`src/rtl/mem_port_arbiter.sv`:
```
// -----------------------------------------------------------------------------
// mem_port_arbiter
//
// Shares one memory port between an instruction-fetch requester and a data
// (load/store) requester. The data side has priority. A streak counter stops
// fetch from starving: after MAX_STREAK data grants in a row while fetch was
// waiting, the next arbitration goes to fetch. Each access is bounded by a
// BUSY-cycle timer. If the timer expires, the access is abandoned and err
// pulses instead of done.
//
// Addresses and store data do not pass through this block. An external mux
// driven by mem_sel picks if_addr or d_addr, and d_wdata goes to memory
// directly. Those inputs appear here only so the port list is complete.
//
// Ports
//   clk        in   clock, all state changes on the rising edge
//   rst        in   asynchronous reset, active low
//   if_req     in   fetch request (held until if_done or err)
//   if_addr    in   fetch address (routed externally)
//   d_req      in   data request (held until d_done or err)
//   d_we       in   1 = store, 0 = load
//   d_addr     in   data address (routed externally)
//   d_wdata    in   store data (routed externally)
//   mem_req    out  memory access in progress
//   mem_sel    out  address mux select: 0 = if_addr, 1 = d_addr
//   mem_we     out  memory write enable
//   mem_ready  in   memory completion strobe, mem_rdata valid with it
//   mem_rdata  in   memory read data
//   if_done    out  one-cycle fetch completion pulse
//   d_done     out  one-cycle data completion pulse
//   rdata      out  registered read data, valid with if_done / d_done
//   if_stall   out  if_req & ~if_done
//   d_stall    out  d_req & ~d_done
//   err        out  one-cycle timeout pulse
//
// state   | meaning
// --------+----------------------------------------------------------
// IDLE    | no access; arbitrates unless a done/err pulse is showing
// BUSY_IF | fetch access on the memory port, waiting for mem_ready
// BUSY_D  | data access on the memory port, waiting for mem_ready
// -----------------------------------------------------------------------------
module mem_port_arbiter #(
  parameter int AW         = 32,
  parameter int DW         = 32,
  parameter int MAX_STREAK = 4,
  parameter int TIMEOUT    = 255
) (
  input  logic          clk,
  input  logic          rst,
  input  logic          if_req,
  input  logic [AW-1:0] if_addr,
  input  logic          d_req,
  input  logic          d_we,
  input  logic [AW-1:0] d_addr,
  input  logic [DW-1:0] d_wdata,
  output logic          mem_req,
  output logic          mem_sel,
  output logic          mem_we,
  input  logic          mem_ready,
  input  logic [DW-1:0] mem_rdata,
  output logic          if_done,
  output logic          d_done,
  output logic [DW-1:0] rdata,
  output logic          if_stall,
  output logic          d_stall,
  output logic          err
);

  localparam logic [1:0] IDLE    = 2'd0;
  localparam logic [1:0] BUSY_IF = 2'd1;
  localparam logic [1:0] BUSY_D  = 2'd2;

  localparam logic [3:0] STREAK_MAX = 4'(MAX_STREAK);
  // Last BUSY cycle index before the access is abandoned.
  localparam logic [7:0] TCNT_LAST  = 8'(TIMEOUT - 1);

  logic [1:0]    state_q,   state_d;
  logic          sel_q,     sel_d;
  logic [DW-1:0] rdata_q,   rdata_d;
  logic          if_done_q, if_done_d;
  logic          d_done_q,  d_done_d;
  logic          err_q,     err_d;
  logic [3:0]    streak_q,  streak_d;
  logic [7:0]    tcnt_q,    tcnt_d;

  logic          pulse_cycle;
  logic          fetch_due;
  logic          grant_if;
  logic          grant_d;

  // Address and store-data inputs are consumed outside this block.
  logic unused_inputs;
  assign unused_inputs = ^{if_addr, d_addr, d_wdata};

  // No arbitration while a done/err pulse is visible. The finishing
  // requester still has its request up in that cycle and must not be
  // granted a second time.
  assign pulse_cycle = if_done_q | d_done_q | err_q;

  // Fetch wins a contested arbitration only when the streak has saturated.
  assign fetch_due = if_req & (~d_req | (streak_q == STREAK_MAX));

  always_comb begin
    grant_if = 1'b0;
    grant_d  = 1'b0;
    if ((state_q == IDLE) && !pulse_cycle) begin
      if (d_req && !fetch_due) begin
        grant_d = 1'b1;
      end else if (if_req) begin
        grant_if = 1'b1;
      end
    end
  end

  always_comb begin
    state_d   = state_q;
    sel_d     = sel_q;
    rdata_d   = rdata_q;
    if_done_d = 1'b0;
    d_done_d  = 1'b0;
    err_d     = 1'b0;
    streak_d  = streak_q;
    tcnt_d    = tcnt_q;

    case (state_q)
      IDLE: begin
        // mem_ready in IDLE is deliberately ignored.
        if (grant_d) begin
          state_d = BUSY_D;
          sel_d   = 1'b1;
          tcnt_d  = 8'd0;
          // The streak only grows while fetch is actually waiting.
          if (!if_req) begin
            streak_d = 4'd0;
          end else if (streak_q != STREAK_MAX) begin
            streak_d = streak_q + 4'd1;
          end
        end else if (grant_if) begin
          state_d  = BUSY_IF;
          sel_d    = 1'b0;
          tcnt_d   = 8'd0;
          streak_d = 4'd0;
        end
      end

      BUSY_IF, BUSY_D: begin
        if (mem_ready) begin
          // Stores also capture mem_rdata; the value is meaningless to them.
          rdata_d   = mem_rdata;
          state_d   = IDLE;
          if_done_d = (state_q == BUSY_IF);
          d_done_d  = (state_q == BUSY_D);
        end else if (tcnt_q == TCNT_LAST) begin
          state_d = IDLE;
          err_d   = 1'b1;
        end else begin
          tcnt_d = tcnt_q + 8'd1;
        end
      end

      default: begin
        state_d = IDLE;
      end
    endcase
  end

  always_ff @(posedge clk or negedge rst) begin
    if (!rst) begin
      state_q   <= IDLE;
      sel_q     <= 1'b0;
      rdata_q   <= '0;
      if_done_q <= 1'b0;
      d_done_q  <= 1'b0;
      err_q     <= 1'b0;
      streak_q  <= 4'd0;
      tcnt_q    <= 8'd0;
    end else begin
      state_q   <= state_d;
      sel_q     <= sel_d;
      rdata_q   <= rdata_d;
      if_done_q <= if_done_d;
      d_done_q  <= d_done_d;
      err_q     <= err_d;
      streak_q  <= streak_d;
      tcnt_q    <= tcnt_d;
    end
  end

  // mem_sel keeps its last value in IDLE, so it comes straight from the
  // register that was loaded at grant time.
  assign mem_req  = (state_q != IDLE);
  assign mem_sel  = sel_q;
  assign mem_we   = (state_q == BUSY_D) & d_we;
  assign if_done  = if_done_q;
  assign d_done   = d_done_q;
  assign err      = err_q;
  assign rdata    = rdata_q;
  assign if_stall = if_req & ~if_done_q;
  assign d_stall  = d_req & ~d_done_q;

endmodule

```
`config.mk`:
```
export PLATFORM = sky130hd
export DESIGN_NAME = mem_port_arbiter
export DESIGN_NICKNAME = d
export VERILOG_FILES = /design/src/rtl/mem_port_arbiter.sv
export SDC_FILE = /design/constraint.sdc
export NUM_CORES = 1
export LEC_CHECK = 0
export CAP_MARGIN = 10
export CORE_AREA = 3 3 92 77
export CTS_BUF_LIST = sky130_fd_sc_hd__clkbuf_8
export CTS_CLUSTER_SIZE = 30
export DETAILED_ROUTE_END_ITERATION = 8
export DIE_AREA = 0 0 95 80
export GPL_TIMING_DRIVEN = 0
export PLACE_DENSITY = 0.87
export SLEW_MARGIN = 20
export SYNTH_ARGS = -nofsm -noshare
export SYNTH_HDL_FRONTEND = slang
export SYNTH_SLANG_ARGS = --single-unit
```
`constraint.sdc`:
```
create_clock -name clk -period 2.75 [get_ports clk]
set_input_delay 0.275 -clock clk [delete_from_list [all_inputs] [get_ports clk]]
set_output_delay 0.275 -clock clk [all_outputs]
set_load 0.02 [all_outputs]
```
==> Flow_metrics.wiki, run 1 <==
{| class="wikitable"
! Metric !! Value
|-
| Maximum number of pins on one net before global-route repair || 51
|-
| Weighted congestion reported at the end of routability-driven placement || 0.751
|-
| Portion of the clock cycle consumed by the worst path in the final layout || 80.8%
|-
| Flip-flop and latch count after synthesis || 50
|-
| Initial drt markers || 66
|-
| Capture instance of the worst register-to-register path || tcnt_q[7]$_DFFE_PN0P_
|-
| Critical Path, Cell by Cell || inv_1 > ha_1 > inv_1 > clkdlybuf4s50_1
|-
| Vias per std cell || 4.91
|-
| Die X-Extent || 95 um
|-
| Post-Syn Nets || 319
|-
| Kind of critical path || register to output pin
|-
| Final setup violating endpoints || 0
|-
| Area growth from synthesis to layout || 42.3%
|-
| Total design power || 3.54 mW
|-
| Initial core utilization || 36.5%
|-
| Type of the worst min-delay path || input port to asynchronous set/reset pin
|-
| Share of flip-flops with an asynchronous set or reset || 100%
|-
| Average cell area after synthesis || 12.9 um^2
|-
| HPWL after detailed placement || 3810 um
|-
| Maximum vdd drop || 534 uV
|-
| Hold slack final || -0.0172 ns
|-
| Achievable Freq || 450 MHz
|-
| Number of max-slew violations in the final report || 0
|-
| Critical Path Most Common Cell || sky130_fd_sc_hd__inv_1
|-
| Worst-Margin Slew || 0.622 ns
|-
| Dominant register cell in the synthesized netlist || sky130_fd_sc_hd__dfrtp_1
|-
| Unrepaired setup endpoints after global routing || false
|-
| Slowest CP cell || sky130_fd_sc_hd__clkdlybuf4s50_1
|-
| Max cap viols || 0
|-
| Commonest cells after routing, fill and taps aside || 76 x sky130_fd_sc_hd__clkdlybuf4s50_1, 50 x sky130_fd_sc_hd__dfrtp_1, 32 x sky130_fd_sc_hd__mux2_2, 8 x sky130_fd_sc_hd__inv_1
|-
| Total inserted antenna cells || 0
|-
| First-pass DRT Iterations || 4
|-
| Total number of vias || 1703
|-
| Number of distinct standard cells referenced by the synthesized netlist || 38
|-
| Post-synthesis cell area || 2290 um^2
|-
| DIE HEIGHT || 80 um
|-
| Worst-case clock buffer depth || 2
|-
| Violations in the final reports || hold timing
|-
| Run status || finished with violations
|-
| Worst Clk Skew || 0.00497 ns
|-
| Sequential area share after synthesis || 54.6%
|-
| Endpoint type of the worst setup path || output pin
|-
| Antenna violations before repair || 0
|-
| Latest clock arrival within the worst-skew pair || 0.29 ns
|-
| Number of failing hold endpoints at the final stage || 18
|-
| Cell class contributing the biggest share of worst-path delay || buffers and inverters
|-
| CTS Root Buffer Type || sky130_fd_sc_hd__clkbuf_8
|-
| Number of levels in the clock H-tree || 2
|-
| Count of nets after finishing || 403
|-
| Vias in the first global route || 1774
|-
| Sort of element at the start of the critical path || register
|-
| Count of cells along the worst register-to-register path || 7
|-
| First-pass GRT wire length || 8100 um
|-
| Relative max-transition margin || 58.5%
|-
| TritonCTS sink count || 50
|-
| Fraction of final layout cells sized beyond drive strength 1 || 20.5%
|-
| Clock edge transition at the registers on the reported setup and hold paths || 0.09 ns
|-
| CTS tree || yes
|-
| Number of buffers and inverters on the critical path || 3
|-
| Placeable core region || 6280 um^2
|-
| Number of design rule violations left after detail routing || 0
|-
| CTS Hold Buffers Added || 0
|-
| Critical Path AT || 1.95 ns
|-
| Rows || 26
|-
| WL/cell || 14.5 um
|-
| Count of port buffers added during placement || 77
|-
| Number of fill cells in the layout || 569
|-
| Pwr per Cell Area || 1090 nW/um^2
|-
| Overall overflow remaining after global route || 0
|-
| Post-Syn Instances || 178
|-
| Sum of routed wire length over all layers || 5030 um
|-
| Number of post-CTS setup repair buffers || 0
|-
| Post-synth EDFFs || 0
|-
| CTS resizes || 0
|-
| Leakage dissipation || 1.36 nW
|-
| Die footprint || 7600 um^2
|-
| Largest stage delay on the critical path || 0.69 ns
|-
| Worst R2R Start || state_q[0]$_DFFE_PN0P_
|-
| Most frequent standard cell in the layout excluding fill and tap cells || sky130_fd_sc_hd__clkdlybuf4s50_1
|-
| Slack of the worst reg-to-reg path || 0.74 ns
|-
| Crit path max fanout || 7
|-
| Total routing usage reported by global routing || 13.5%
|-
| Post-detailed-route count of antenna-violating nets || 0
|-
| Number of primary I/O pins || 174
|-
| Data required time at the worst endpoint || 2.48 ns
|-
| Count of synthesis-stage warnings from yosys || 0
|-
| Shortest period the worst path allows || 2.22 ns
|-
| Number of buffers created by CTS || 5
|}
## cell type report
cell class	count	area, um^2	area share, %
Clock inverter	2	12.5	0.384
Sequential cell	50	1250	38.4
Tap cell	84	105	3.23
Multi-Input combinational cell	115	977	30.0
Inverter	8	30.0	0.922
Timing Repair Buffer	77	768	23.6
Clock buffer	6	82.6	2.53
Buffer	5	31.3	0.960
## cell usage after synthesis (3+ instances only)
master / count / share of area [%]
sky130_fd_sc_hd__nand3_1: 3 / 0.66
sky130_fd_sc_hd__nor2_1: 3 / 0.49
sky130_fd_sc_hd__dfrtp_1: 50 / 55
sky130_fd_sc_hd__or3_1: 4 / 1.1
sky130_fd_sc_hd__ha_1: 7 / 3.8
sky130_fd_sc_hd__and2_1: 5 / 1.4
sky130_fd_sc_hd__a21oi_1: 6 / 1.3
sky130_fd_sc_hd__nand2_1: 7 / 1.1
sky130_fd_sc_hd__o21ai_0: 6 / 1.3
sky130_fd_sc_hd__mux2_2: 32 / 16
sky130_fd_sc_hd__o21ai_1: 4 / 0.87
sky130_fd_sc_hd__nand4_1: 4 / 1.1
sky130_fd_sc_hd__or4_1: 3 / 0.98
sky130_fd_sc_hd__o211ai_1: 5 / 1.6
sky130_fd_sc_hd__buf_2: 4 / 0.87
sky130_fd_sc_hd__inv_1: 8 / 1.3
## metrics by stage
| stage | area, um^2 | instances | setup slack (ns) | setup TNS, ns | utilization [%] |
|---|---|---|---|---|---|
| final | 3260 | 347 | 0.528 | 0 | 51.9 |
| after floorplan | 2290 | 178 | 0.930 | 0 | - |
| after detailed placement | 3160 | 339 | 0.762 | 0 | 50.4 |
| after CTS | 3260 | 347 | 0.508 | 0 | 51.9 |
| after global routing | 3260 | 347 | 0.464 | 0 | 51.9 |
| after global placement | 3170 | 339 | -0.0580 | -2.80 | 50.4 |
## how the worst max path moves through the flow
stage | startpoint | end | depth (start not counted)
after global routing | state_q[0]$_DFFE_PN0P_ | mem_req | 4
after floorplan | state_q[0]$_DFFE_PN0P_ | tcnt_q[7]$_DFFE_PN0P_ | 7
final | state_q[0]$_DFFE_PN0P_ | mem_req | 4
after detailed placement | state_q[0]$_DFFE_PN0P_ | tcnt_q[7]$_DFFE_PN0P_ | 7
after CTS | state_q[0]$_DFFE_PN0P_ | mem_req | 4
after global placement | rst | rdata[28]$_DFFE_PN0P_ | 1
## sequential cells by signal, indices dropped and copies added, names as in the netlist
| signal | cells |
|---|---|
| d_done | 1 |
| err | 1 |
| if_done | 1 |
| mem_sel | 1 |
| rdata | 32 |
| state_q | 2 |
| streak_q | 4 |
| tcnt_q | 8 |
## power by group
group / total [mW] / internal (mW) / switching (mW)
sequential: 1.21 / 1.04 / 0.173
combinational: 1.89 / 0.962 / 0.925
clock: 0.442 / 0.203 / 0.239
## cells by family after synthesis
group	Yosys count	synth area share [%]
buffers and inverters	13	2.68
adders and majority gates	7	3.82
AOI/OAI and AO/OA	30	9.02
xor gates and xnor gates	1	0.383
and+or+nand+nor	43	12.8
muxes	34	16.6
DFF	50	54.6
## routing by layer
metal  GRT usage (%)  up-vias  part of all wire [%]
met4            3.17        0                  0.66
met5               0        -                     0
met2            22.5       51                    49
li1                -      810                     -
met3            3.77        4                   6.3
met1            17.4      838                    44
(Power assumes the default switching activity.)
==> run 2, diff against run 1 <==
CORE_AREA = 3 3 95 79   (was 3 3 92 77)
DIE_AREA = 0 0 98 82   (was 0 0 95 80)
PLACE_DENSITY = 0.82   (was 0.87)
clock period = 2.1 ns   (was 2.75 ns; I/O delays follow)
==> Flow_metrics.wiki, run 2 (same netlist as run 1, synthesis figures left out) <==
{| class="wikitable"
! Metric !! Value
|-
| DIE HEIGHT || 82 um (+2.5%)
|-
| Portion of the clock cycle consumed by the worst path in the final layout || 94.1%
|-
| Final design area excluding fillers || 3340 um^2 (+2.4%)
|-
| Rows || 27 (+3.8%)
|-
| Initial core utilization || 34.1% (-2.4 points)
|-
| Final setup violating endpoints || 0 (unchanged)
|-
| Type of the worst min-delay path || input port to asynchronous set/reset pin
|-
| Total instance count after detailed placement || 343 (+1.2%)
|-
| Commonest cells after routing, fill and taps aside || 75 x sky130_fd_sc_hd__clkdlybuf4s50_1, 50 x sky130_fd_sc_hd__dfrtp_1, 32 x sky130_fd_sc_hd__mux2_2, 8 x sky130_fd_sc_hd__inv_1
|-
| CTS Root Buffer Type || sky130_fd_sc_hd__clkbuf_8
|-
| Multi-input combinational cell area || 982 um^2 (+0.51%)
|-
| Total routing usage reported by global routing || 12.5% (-1.0 points)
|-
| Final critical-path setup slack || 0.124 ns (-0.404 ns)
|-
| Largest stage delay on the critical path || 0.53 ns (-0.16 ns)
|-
| Final Instance Count excl. Fillers || 354 (+2.0%)
|-
| Leakage dissipation || 1.40 nW (+3.3%)
|-
| Fraction of final layout cells sized beyond drive strength 1 || 21.3% (+0.82 points)
|-
| Slack of the worst reg-to-reg path || 0.12 ns (-0.62 ns)
|-
| Number of fill cells in the layout || 609 (+7.0%)
|-
| Crit path max fanout || 10 (+3)
|-
| HPWL after detailed placement || 3720 um (-2.2%)
|-
| Vias in the first global route || 1642 (-7.4%)
|-
| Data required time at the worst endpoint || 2.33 ns (-0.15 ns)
|-
| Sort of element at the start of the critical path || register
|-
| CTS tree || yes
|-
| WL/cell || 14.0 um (-3.6%)
|-
| Maximum number of pins on one net before global-route repair || 31 (-39%)
|-
| Worst R2R Start || state_q[0]$_DFFE_PN0P_
|-
| Total design power || 4.80 mW (+36%)
|-
| Number of primary I/O pins || 174 (unchanged)
|-
| Shortest period the worst path allows || 1.98 ns
|-
| Worst Clk Skew || 0.00501 ns (+0.0000432 ns)
|-
| Area growth from synthesis to layout || 45.7%
|-
| Busiest metal layer after global routing || met2
|-
| Global routing met1 resource utilization || 17.4% (-0.025 points)
|-
| Maximum vdd drop || 608 uV (+14%)
|-
| Vias per std cell || 4.88 (-0.60%)
|-
| Weighted congestion reported at the end of routability-driven placement || 0.760 (+1.2%)
|-
| Number of buffers created by CTS || 5 (unchanged)
|-
| Critical Path, Cell by Cell || inv_1 > ha_1 > clkbuf_4 > nand2_4 > o211ai_1 > or4_1 > a21oi_1
|-
| Post-DP Area || 3180 um^2 (+0.67%)
|-
| Run status || finished clean
|-
| Number of max-slew violations in the final report || 0 (unchanged)
|-
| Pwr per Cell Area || 1440 nW/um^2 (+32%)
|-
| Die footprint || 8040 um^2 (+5.7%)
|-
| TritonCTS sink count || 50 (unchanged)
|-
| Hold slack final || 0.408 ns (+0.425 ns)
|-
| Count of nets after finishing || 407 (+0.99%)
|-
| Overall overflow remaining after global route || 0 (unchanged)
|-
| Setup WS pre-CTS || 0.0737 ns (-0.688 ns)
|-
| Most frequent standard cell in the layout excluding fill and tap cells || sky130_fd_sc_hd__clkdlybuf4s50_1
|-
| Number of flip-flops under the largest register name || 32 (unchanged)
|-
| Total number of vias || 1727 (+1.4%)
|-
| Latest clock arrival within the worst-skew pair || 0.30 ns (about the same)
|-
| Max cap viols || 0 (unchanged)
|-
| Antenna violations before repair || 0 (unchanged)
|-
| Initial drt markers || 43 (-35%)
|-
| Global routing usage on met3 || 3.48% (-0.29 points)
|-
| Worst-Margin Slew || 0.514 ns (-0.108 ns)
|-
| Area taken by flip-flops and latches || 1250 um^2 (unchanged)
|-
| Launch point of the critical path || state_q[0]$_DFFE_PN0P_
|-
| Worst-case clock buffer depth || 2 (unchanged)
|-
| Number of design rule violations left after detail routing || 0 (unchanged)
|-
| Count of port buffers added during placement || 77 (unchanged)
|-
| Critical Path AT || 2.21 ns (+0.26 ns)
|-
| Met2 Track Usage GR || 19.2% (-3.4 points)
|-
| Slowest CP cell || sky130_fd_sc_hd__or4_1
|-
| Die X-Extent || 98 um (+3.2%)
|-
| Placeable core region || 6720 um^2 (+7.1%)
|-
| Relative max-transition margin || 65.7% (+7.2 points)
|-
| Number of failing hold endpoints at the final stage || 0 (-18)
|-
| Achievable Freq || 506 MHz
|-
| First-pass GRT wire length || 8010 um (-1.1%)
|-
| Post-detailed-route count of antenna-violating nets || 0 (unchanged)
|-
| Sum of routed wire length over all layers || 4950 um (-1.6%)
|-
| Kind of critical path || register to register
|-
| Endpoint type of the worst setup path || register
|-
| Total inserted antenna cells || 0 (unchanged)
|-
| Number of levels in the clock H-tree || 2 (unchanged)
|-
| Clock edge transition at the registers on the reported setup and hold paths || 0.10 ns (about the same)
|-
| First-pass DRT Iterations || 4 (unchanged)
|}
-- run 2: layer usage --
metal | wire, um | share of wire [%]
met1 | 2440 | 49
met5 | 0 | 0
met3 | 347 | 7.0
met2 | 2130 | 43
met4 | 36 | 0.73
-- run 2: metrics by stage --
step	TNS, ns	util (%)
6_report	0	49.6
5_1_grt	-0.0157	49.6
4_1_cts	0	49.3
3_5_place_dp	0	47.4
3_3_place_gp	-31.10	47.1
2_1_floorplan	0	-
-- run 2: path summary, 6_finish.rpt --
check / to / depth (start not counted)
max: tcnt_q[5]$_DFFE_PN0P_ / 7
min: rdata[0]$_DFFE_PN0P_ / 2
max reg2reg: tcnt_q[5]$_DFFE_PN0P_ / 7
min reg2reg: rdata[26]$_DFFE_PN0P_ / 1
max in group asynchronous: err$_DFF_PN0_ / 3
min in group clk: rdata[21]$_DFFE_PN0P_ / 2
-- run 2: power breakdown --
| part | internal (mW) | switching, mW |
|---|---|---|
| Combinational | 1.30 | 1.21 |
| Clock | 0.392 | 0.326 |
| Sequential | 1.36 | 0.219 |
-- run 2: what timing repair did --
| item | CTS | global route |
|---|---|---|
| buffers inserted | 0 | 2 |
| hold buffers | 1 | 0 |
| resized for setup | 1 | 2 |
| setup endpoints to repair | 1 | 3 |
| pin swaps | 0 | 1 |
| hold endpoints to repair | 20 | 0 |
-- run 2: area by class of cell --
| class | count | share of cell area (%) |
|---|---|---|
| buffer | 5 | 1.01 |
| clock buffer | 6 | 2.47 |
| clock inverter | 2 | 1.16 |
| inverter | 8 | 0.900 |
| multi-input combinational | 115 | 29.4 |
| sequential | 50 | 37.5 |
| tap | 87 | 3.26 |
| timing repair buffer | 81 | 24.3 |
-- run 2: critical path: cells and delay by family, from the launching register on --
| kind | cells | cell delay [ns] |
|---|---|---|
| adders and majority gates | 1 | 0.30 |
| buffers and inverters | 2 | 0.27 |
| and+or+nand+nor | 2 | 0.65 |
| DFF | 1 | 0.38 |
| AOI/OAI and AO/OA | 2 | 0.31 |
